===== config.mk =====
export PLATFORM = sky130hd
export DESIGN_NAME = exe_mem_req_unit_flat
export DESIGN_NICKNAME = d
export VERILOG_FILES = /design/src/rtl/exe_mem_req_unit_if.sv /design/src/rtl/exe_mem_req_unit.sv /design/src/flat_wrapper.sv
export SDC_FILE = /design/constraint.sdc
export NUM_CORES = 1
export LEC_CHECK = 0
export BUFFER_PORTS_ARGS = -buffer_cell sky130_fd_sc_hd__buf_2
export CELL_PAD_IN_SITES_DETAIL_PLACEMENT = 1
export CELL_PAD_IN_SITES_GLOBAL_PLACEMENT = 1
export CORE_ASPECT_RATIO = 0.5
export CORE_MARGIN = 4
export CORE_UTILIZATION = 34
export DETAILED_ROUTE_END_ITERATION = 12
export HOLD_SLACK_MARGIN = 0.12
export PLACE_DENSITY = 0.79
export SLEW_MARGIN = 20
export SYNTH_ARGS = -nofsm -noshare
export SYNTH_HDL_FRONTEND = slang
export SYNTH_SLANG_ARGS = --single-unit
export TNS_END_PERCENT = 20

===== constraint.sdc =====
create_clock -name clk -period 2.2 [get_ports clk]
set_clock_uncertainty 0.05 [all_clocks]
set_input_delay 0.22 -clock clk [delete_from_list [all_inputs] [get_ports clk]]
set_output_delay 0.22 -clock clk [all_outputs]
set_load 0.05 [all_outputs]

===== src/rtl/exe_mem_req_unit_if.sv =====
// SRAM-like data-memory bus: request on addr_ok handshake, in-order
// responses on data_ok.
interface exe_mem_req_unit_if;
    logic        data_req;
    logic        data_wr;
    logic [3:0]  data_wen;
    logic [31:0] data_addr;
    logic [31:0] data_wdata;
    logic        data_addr_ok;
    logic        data_data_ok;
    logic [31:0] data_rdata;

    modport master (
        output data_req, data_wr, data_wen, data_addr, data_wdata,
        input  data_addr_ok, data_data_ok, data_rdata
    );

    modport slave (
        input  data_req, data_wr, data_wen, data_addr, data_wdata,
        output data_addr_ok, data_data_ok, data_rdata
    );
endinterface


===== src/rtl/exe_mem_req_unit.sv =====
// Execute-stage data-memory request unit: alignment checks, store lane
// steering, and an in-flight FIFO of up to DEPTH outstanding requests
// whose responses are returned in order, registered, to writeback.
module exe_mem_req_unit #(
    parameter int DEPTH   = 4,
    parameter int RDEST_W = 5,
    parameter int CNT_W   = $clog2(DEPTH + 1)
) (
    input  logic               clk,
    input  logic               resetn,
    input  logic               req_valid,
    input  logic               req_is_store,
    input  logic [2:0]         req_type,
    input  logic [31:0]        req_addr,
    input  logic [31:0]        req_wdata,
    input  logic [RDEST_W-1:0] req_rdest,
    input  logic               req_kill,
    input  logic               flush,
    exe_mem_req_unit_if.master mem,
    output logic               stop,
    output logic               fault,
    output logic [4:0]         fault_code,
    output logic               rsp_valid,
    output logic               rsp_is_store,
    output logic [RDEST_W-1:0] rsp_rdest,
    output logic [2:0]         rsp_type,
    output logic [1:0]         rsp_off,
    output logic [31:0]        rsp_rdata,
    output logic               busy,
    output logic               spurious_ok
);
    localparam int PTR_W = (DEPTH > 1) ? $clog2(DEPTH) : 1;

    typedef struct packed {
        logic               is_store;
        logic [RDEST_W-1:0] rdest;
        logic [2:0]         rtype;
        logic [1:0]         off;
        logic               drop;
    } entry_t;

    entry_t           fifo [DEPTH];
    entry_t           hd;
    logic [PTR_W-1:0] head, tail;
    logic [CNT_W-1:0] count;
    logic             full, issue, push, pop;
    logic [1:0]       a;
    logic             word_aligned;

    assign a     = req_addr[1:0];
    assign hd    = fifo[head];
    assign full  = (count == CNT_W'(DEPTH));
    assign busy  = (count != '0);
    assign issue = req_valid & ~fault & ~req_kill & ~flush;
    assign push  = mem.data_req & mem.data_addr_ok;
    assign pop   = mem.data_data_ok & busy;

    // Alignment fault: word ops need a[1:0]==0, halfword ops need a[0]==0.
    always_comb begin
        fault = 1'b0;
        if (req_valid) begin
            if (req_is_store) begin
                case (req_type)
                    3'd0:    fault = |a;
                    3'd2:    fault = a[0];
                    default: fault = 1'b0;
                endcase
            end else begin
                case (req_type)
                    3'd0:       fault = |a;
                    3'd3, 3'd4: fault = a[0];
                    default:    fault = 1'b0;
                endcase
            end
        end
    end

    assign fault_code = fault ? (req_is_store ? 5'h05 : 5'h04) : 5'h00;

    // A fault, kill or flush never stalls; only a full FIFO or a RAM refusal does.
    assign mem.data_req = issue & ~full;
    assign stop         = issue & (full | ~mem.data_addr_ok);
    assign mem.data_wr  = req_is_store;

    // SWL/LWL fetch the whole containing word; everything else keeps the byte address.
    assign word_aligned  = req_is_store ? (req_type == 3'd3) : (req_type == 3'd5);
    assign mem.data_addr = word_aligned ? {req_addr[31:2], 2'b00} : req_addr;

    // Store lane steering; SWL right-shifts the high bytes of rt into the low lanes.
    always_comb begin
        mem.data_wen   = 4'b0000;
        mem.data_wdata = 32'h0;
        if (req_is_store) begin
            case (req_type)
                3'd0: begin
                    mem.data_wen   = 4'b1111;
                    mem.data_wdata = req_wdata;
                end
                3'd1: begin
                    mem.data_wen   = 4'b0001 << a;
                    mem.data_wdata = req_wdata << {a, 3'b000};
                end
                3'd2: begin
                    mem.data_wen   = 4'b0011 << a;
                    mem.data_wdata = req_wdata << {a, 3'b000};
                end
                3'd3: begin
                    mem.data_wen   = 4'b1111 >> (~a);
                    mem.data_wdata = req_wdata >> {~a, 3'b000};
                end
                3'd4: begin
                    mem.data_wen   = 4'b1111 << a;
                    mem.data_wdata = req_wdata << {a, 3'b000};
                end
                default: ;
            endcase
        end
    end

    // In-flight FIFO; flush marks every slot dropped so responses still drain in sync.
    always_ff @(posedge clk or negedge resetn) begin
        if (!resetn) begin
            head  <= '0;
            tail  <= '0;
            count <= '0;
            for (int i = 0; i < DEPTH; i++) fifo[i] <= '0;
        end else begin
            if (flush)
                for (int i = 0; i < DEPTH; i++) fifo[i].drop <= 1'b1;
            if (push) begin
                fifo[tail] <= '{is_store: req_is_store, rdest: req_rdest,
                                rtype: req_type, off: a, drop: 1'b0};
                tail <= tail + PTR_W'(1);
            end
            if (pop) head <= head + PTR_W'(1);
            case ({push, pop})
                2'b10:   count <= count + CNT_W'(1);
                2'b01:   count <= count - CNT_W'(1);
                default: ;
            endcase
        end
    end

    // Registered response; fields hold when nothing retires.
    always_ff @(posedge clk or negedge resetn) begin
        if (!resetn) begin
            rsp_valid    <= 1'b0;
            rsp_is_store <= 1'b0;
            rsp_rdest    <= '0;
            rsp_type     <= '0;
            rsp_off      <= '0;
            rsp_rdata    <= '0;
        end else begin
            rsp_valid <= pop & ~hd.drop & ~flush;
            if (pop) begin
                rsp_is_store <= hd.is_store;
                rsp_rdest    <= hd.rdest;
                rsp_type     <= hd.rtype;
                rsp_off      <= hd.off;
                rsp_rdata    <= mem.data_rdata;
            end
        end
    end

    // Sticky flag for a response with nothing outstanding.
    always_ff @(posedge clk or negedge resetn) begin
        if (!resetn) spurious_ok <= 1'b0;
        else if (mem.data_data_ok & ~busy) spurious_ok <= 1'b1;
    end
endmodule


===== src/flat_wrapper.sv =====
// flat-port wrapper written by rule: the top's interface ports become plain ports
module exe_mem_req_unit_flat 
#(
    parameter int DEPTH   = 4,
    parameter int RDEST_W = 5,
    parameter int CNT_W   = $clog2(DEPTH + 1)
)
  (clk, resetn, req_valid, req_is_store, req_type, req_addr, req_wdata, req_rdest, req_kill, flush, stop, fault, fault_code, rsp_valid, rsp_is_store, rsp_rdest, rsp_type, rsp_off, rsp_rdata, busy, spurious_ok, mem_data_req, mem_data_wr, mem_data_wen, mem_data_addr, mem_data_wdata, mem_data_addr_ok, mem_data_data_ok, mem_data_rdata);
  exe_mem_req_unit_if mem_i ();
  input  logic clk;
  input  logic resetn;
  input  logic req_valid;
  input  logic req_is_store;
  input  logic [2:0] req_type;
  input  logic [31:0] req_addr;
  input  logic [31:0] req_wdata;
  input  logic [RDEST_W-1:0] req_rdest;
  input  logic req_kill;
  input  logic flush;
  output logic stop;
  output logic fault;
  output logic [4:0] fault_code;
  output logic rsp_valid;
  output logic rsp_is_store;
  output logic [RDEST_W-1:0] rsp_rdest;
  output logic [2:0] rsp_type;
  output logic [1:0] rsp_off;
  output logic [31:0] rsp_rdata;
  output logic busy;
  output logic spurious_ok;
  output wire logic [$bits(mem_i.data_req)-1:0] mem_data_req;
  output wire logic [$bits(mem_i.data_wr)-1:0] mem_data_wr;
  output wire logic [$bits(mem_i.data_wen)-1:0] mem_data_wen;
  output wire logic [$bits(mem_i.data_addr)-1:0] mem_data_addr;
  output wire logic [$bits(mem_i.data_wdata)-1:0] mem_data_wdata;
  input wire logic [$bits(mem_i.data_addr_ok)-1:0] mem_data_addr_ok;
  input wire logic [$bits(mem_i.data_data_ok)-1:0] mem_data_data_ok;
  input wire logic [$bits(mem_i.data_rdata)-1:0] mem_data_rdata;
  assign mem_data_req = mem_i.data_req;
  assign mem_data_wr = mem_i.data_wr;
  assign mem_data_wen = mem_i.data_wen;
  assign mem_data_addr = mem_i.data_addr;
  assign mem_data_wdata = mem_i.data_wdata;
  assign mem_i.data_addr_ok = mem_data_addr_ok;
  assign mem_i.data_data_ok = mem_data_data_ok;
  assign mem_i.data_rdata = mem_data_rdata;
  exe_mem_req_unit #(.DEPTH(DEPTH), .RDEST_W(RDEST_W), .CNT_W(CNT_W)) u_core (.clk(clk), .resetn(resetn), .req_valid(req_valid), .req_is_store(req_is_store), .req_type(req_type), .req_addr(req_addr), .req_wdata(req_wdata), .req_rdest(req_rdest), .req_kill(req_kill), .flush(flush), .mem(mem_i), .stop(stop), .fault(fault), .fault_code(fault_code), .rsp_valid(rsp_valid), .rsp_is_store(rsp_is_store), .rsp_rdest(rsp_rdest), .rsp_type(rsp_type), .rsp_off(rsp_off), .rsp_rdata(rsp_rdata), .busy(busy), .spurious_ok(spurious_ok));
endmodule

==> metrics <==
outcome complete, no violations; Num CTS Buffers 9; Std-Cell Rows 34; diode count 0; Slew Viols, Final 0; CP Data Required Time 2.42 ns; CP max stage delay 0.39 ns; ANT nets after route 0; final net count 864; Post-synth top flop dfrtp_1; worst reg2reg setup slack 0.02 ns; most frequent cells in the layout 167 x buf_2, 108 x nand2_1, 100 x dfrtp_1, 40 x dlygate4sd3_1, 38 x buf_4; asr flop ratio synth 100%; RSZ-0062 raised after global routing true; Synth cell types 53; Cell Pwr Density 1060 nW/um2; WL/cell 18.1 um; CP Capture Type flip-flop; hold crit path type input port to async pin; synthesized instance count 552; core area 17400 um2; arrival time of the worst setup path 2.40 ns; Final Wtd Congestion 0.807; total power 8.24 mW; Buffers on Ports 171; Die ar. 20000 um2; CTS Sinks 100; CTS tree done; drt total wl 17900 um; Synth area leader dfrtp_1; initial antenna violation count 0; Crit Path Max Fanout 2; synth top area cells dfrtp_1 42%, mux2_4 9.3%, nand2_1 6.8%; grt total ovfl 0; width of the chip 196 um; vias in the first global route 5398; Setup TNS 0 ns; Mean Syn Cell Area 10.9 um2; Setup violations, final 0; Worst-Margin Slew 0.527 ns; clock root cell clkbuf_16; critical path's slowest cell dfrtp_1; Tmin final 2.18 ns; R2R cell count 10; terminus of the critical flop-to-flop path u_core.count[2]$_DFFE_PN0P_; leakage power 3.95 nW; MaxCap Viol Count 0; Synth top area share 41.7%; largest net degree at the start of global routing 76; Vias 4897; Worst VDD drop 0.548 mV; Post-synth EDFFs 0; Die Y 102 um; Initial Utilization 34.6%; clk slew on worst S/H paths 0.08 ns; WS Path Type flip-flop to flip-flop; worst-path cell chain nor3b_2 > and4b_4 > and3_4 > inv_4 > ha_4 > inv_2 > fa_2 > xor2_1 > nor2_1 > xor2_1; area grow syn2layout 29.9%; most used cell, CP xor2_1; R2R Path Start u_core.count[0]$_DFFE_PN0P_; CTS max path bufs 2; CP top delay family simple AND/OR/NAND/NOR gates; Detailed Place HPWL 12500 um; H-tree levels 3; Fill cells 1949; most common cell after layout, fill and taps aside buf_2; Slew headroom 64.9%; Netlist Area Pre-Place 6000 um2; GRT Total Usage 17.8%; Final Hold Viols 0; sequential area share after synthesis 41.7%; clk_lat worst skew 0.35 ns; period utilization 99.0%; WHS 0.276 ns; layout cell share with drive strength beyond 1 42.3%; drt first pass iters 4; # DRC 0; synthesized flop and latch total 100; vias per cell 4.97; WP buf/inv 2; first-pass GRT wire length 28800 um; f_max 459 MHz; CP startpoint kind flip-flop; I/O pins 235; Yosys warning count 0; DR iter-0 viols 154
## sequential cells by signal, summed over array words and instances (netlist names)
| signal | count |
|---|---|
| u_core.spurious_ok | 1 |
| u_core.rsp_valid | 1 |
| u_core.rsp_off | 2 |
| u_core.count | 3 |
| u_core.rsp_is_store | 1 |
| u_core.tail | 2 |
| u_core.rsp_rdata | 32 |
| u_core.rsp_rdest | 5 |
| u_core.rsp_type | 3 |
| u_core.head | 2 |
| u_core.fifo | 48 |
## worst max path at each step
| stage | start | end | slack, ns | cells past startpoint |
|---|---|---|---|---|
| after CTS | u_core.count[1]$_DFFE_PN0P_ | u_core.count[2]$_DFFE_PN0P_ | 0.02 | 10 |
| after global placement | req_is_store | u_core.count[2]$_DFFE_PN0P_ | -0.03 | 11 |
| final | u_core.count[0]$_DFFE_PN0P_ | u_core.count[2]$_DFFE_PN0P_ | 0.02 | 10 |
| after global routing | u_core.count[0]$_DFFE_PN0P_ | u_core.count[2]$_DFFE_PN0P_ | -0.1 | 10 |
| after detailed placement | req_is_store | u_core.count[2]$_DFFE_PN0P_ | -0.11 | 11 |
| after floorplan | u_core.count[0]$_DFFE_PN0P_ | u_core.count[2]$_DFFE_PN0P_ | -0.07 | 11 |
## area by class of cell
cell class	count	area (um2)	share of cell area [%]
Multi-Input combinational cell	372	3010	38.5
Clock inverter	7	56.3	0.722
Sequential cell	100	2500	32.1
Clock buffer	9	225	2.89
Tap cell	234	293	3.76
Timing Repair Buffer	253	1670	21.4
Inverter	10	45.0	0.578
## worst reg2reg max path, cell delays in order (launching register included)
cell and delay, ns:
dfrtp_1 0.39, nor3b_2 0.21, and4b_4 0.23, and3_4 0.18, inv_4 0.05, ha_4 0.13, inv_2 0.04, fa_2 0.37
xor2_1 0.15, nor2_1 0.13, xor2_1 0.17
## metrics by stage
stage                     utilization [%]  cells  setup slack (ns)  area (um2)
after global placement               40.7    926           -0.0312        7060
after floorplan                         -    554           -0.0668        6040
final                                44.9    985            0.0209        7800
after global routing                 44.9    985           -0.0966        7800
after CTS                            44.7    983            0.0179        7750
after detailed placement             40.7    926            -0.112        7060
## cell usage after synthesis (all sizes together), types with 2 or more instances
master / instances
nand2: 109
dfrtp: 100
buf: 63
mux2: 57
mux2i: 33
nor2: 26
a22oi: 24
a21oi: 22
mux4: 12
or3: 11
inv: 10
clkbuf: 9
o2bb2ai: 8
a222oi: 7
nand4: 6
o21a: 6
ha: 5
o21ai: 5
and2: 4
nor3: 4
xnor2: 4
and3: 3
nor2b: 3
xor2: 3
a31oi: 2
nand2b: 2
## what timing repair did
item                                    CTS  global route
hold buffers                             40             0
pin swaps                                 0             6
setup buffers                             1             2
hold endpoints to repair                 79             0
gates resized for setup                   1            12
endpoints found under the setup margin    1            10
## kinds of logic (layout without fill, tap and decap cells)
logic type                 Yosys count  after routing  synth area share (%)
AOI/OAI and AO/OA                   81             81                  9.99
muxes                              102            102                  23.0
other                                1              3                0.0625
buffers and inverters               82            279                  9.07
DFF                                100            100                  41.7
adders and majority gates            7              7                  1.54
xor gates and xnor gates             7              7                  1.02
and+or+nand+nor                    172            172                  13.6
## layer usage
metal	up-vias	track usage, %	wire length (um)
met4	0	4.83	252
met5	-	0	0
met3	24	3.36	850
li1	2286	-	-
met2	142	32.8	9180
met1	2445	21.7	7570
## where the power goes
group	switching, mW	internal, mW
clock	0.733	0.784
combinational	2.28	1.56
sequential	0.400	2.49
(Power assumes the default switching activity.)
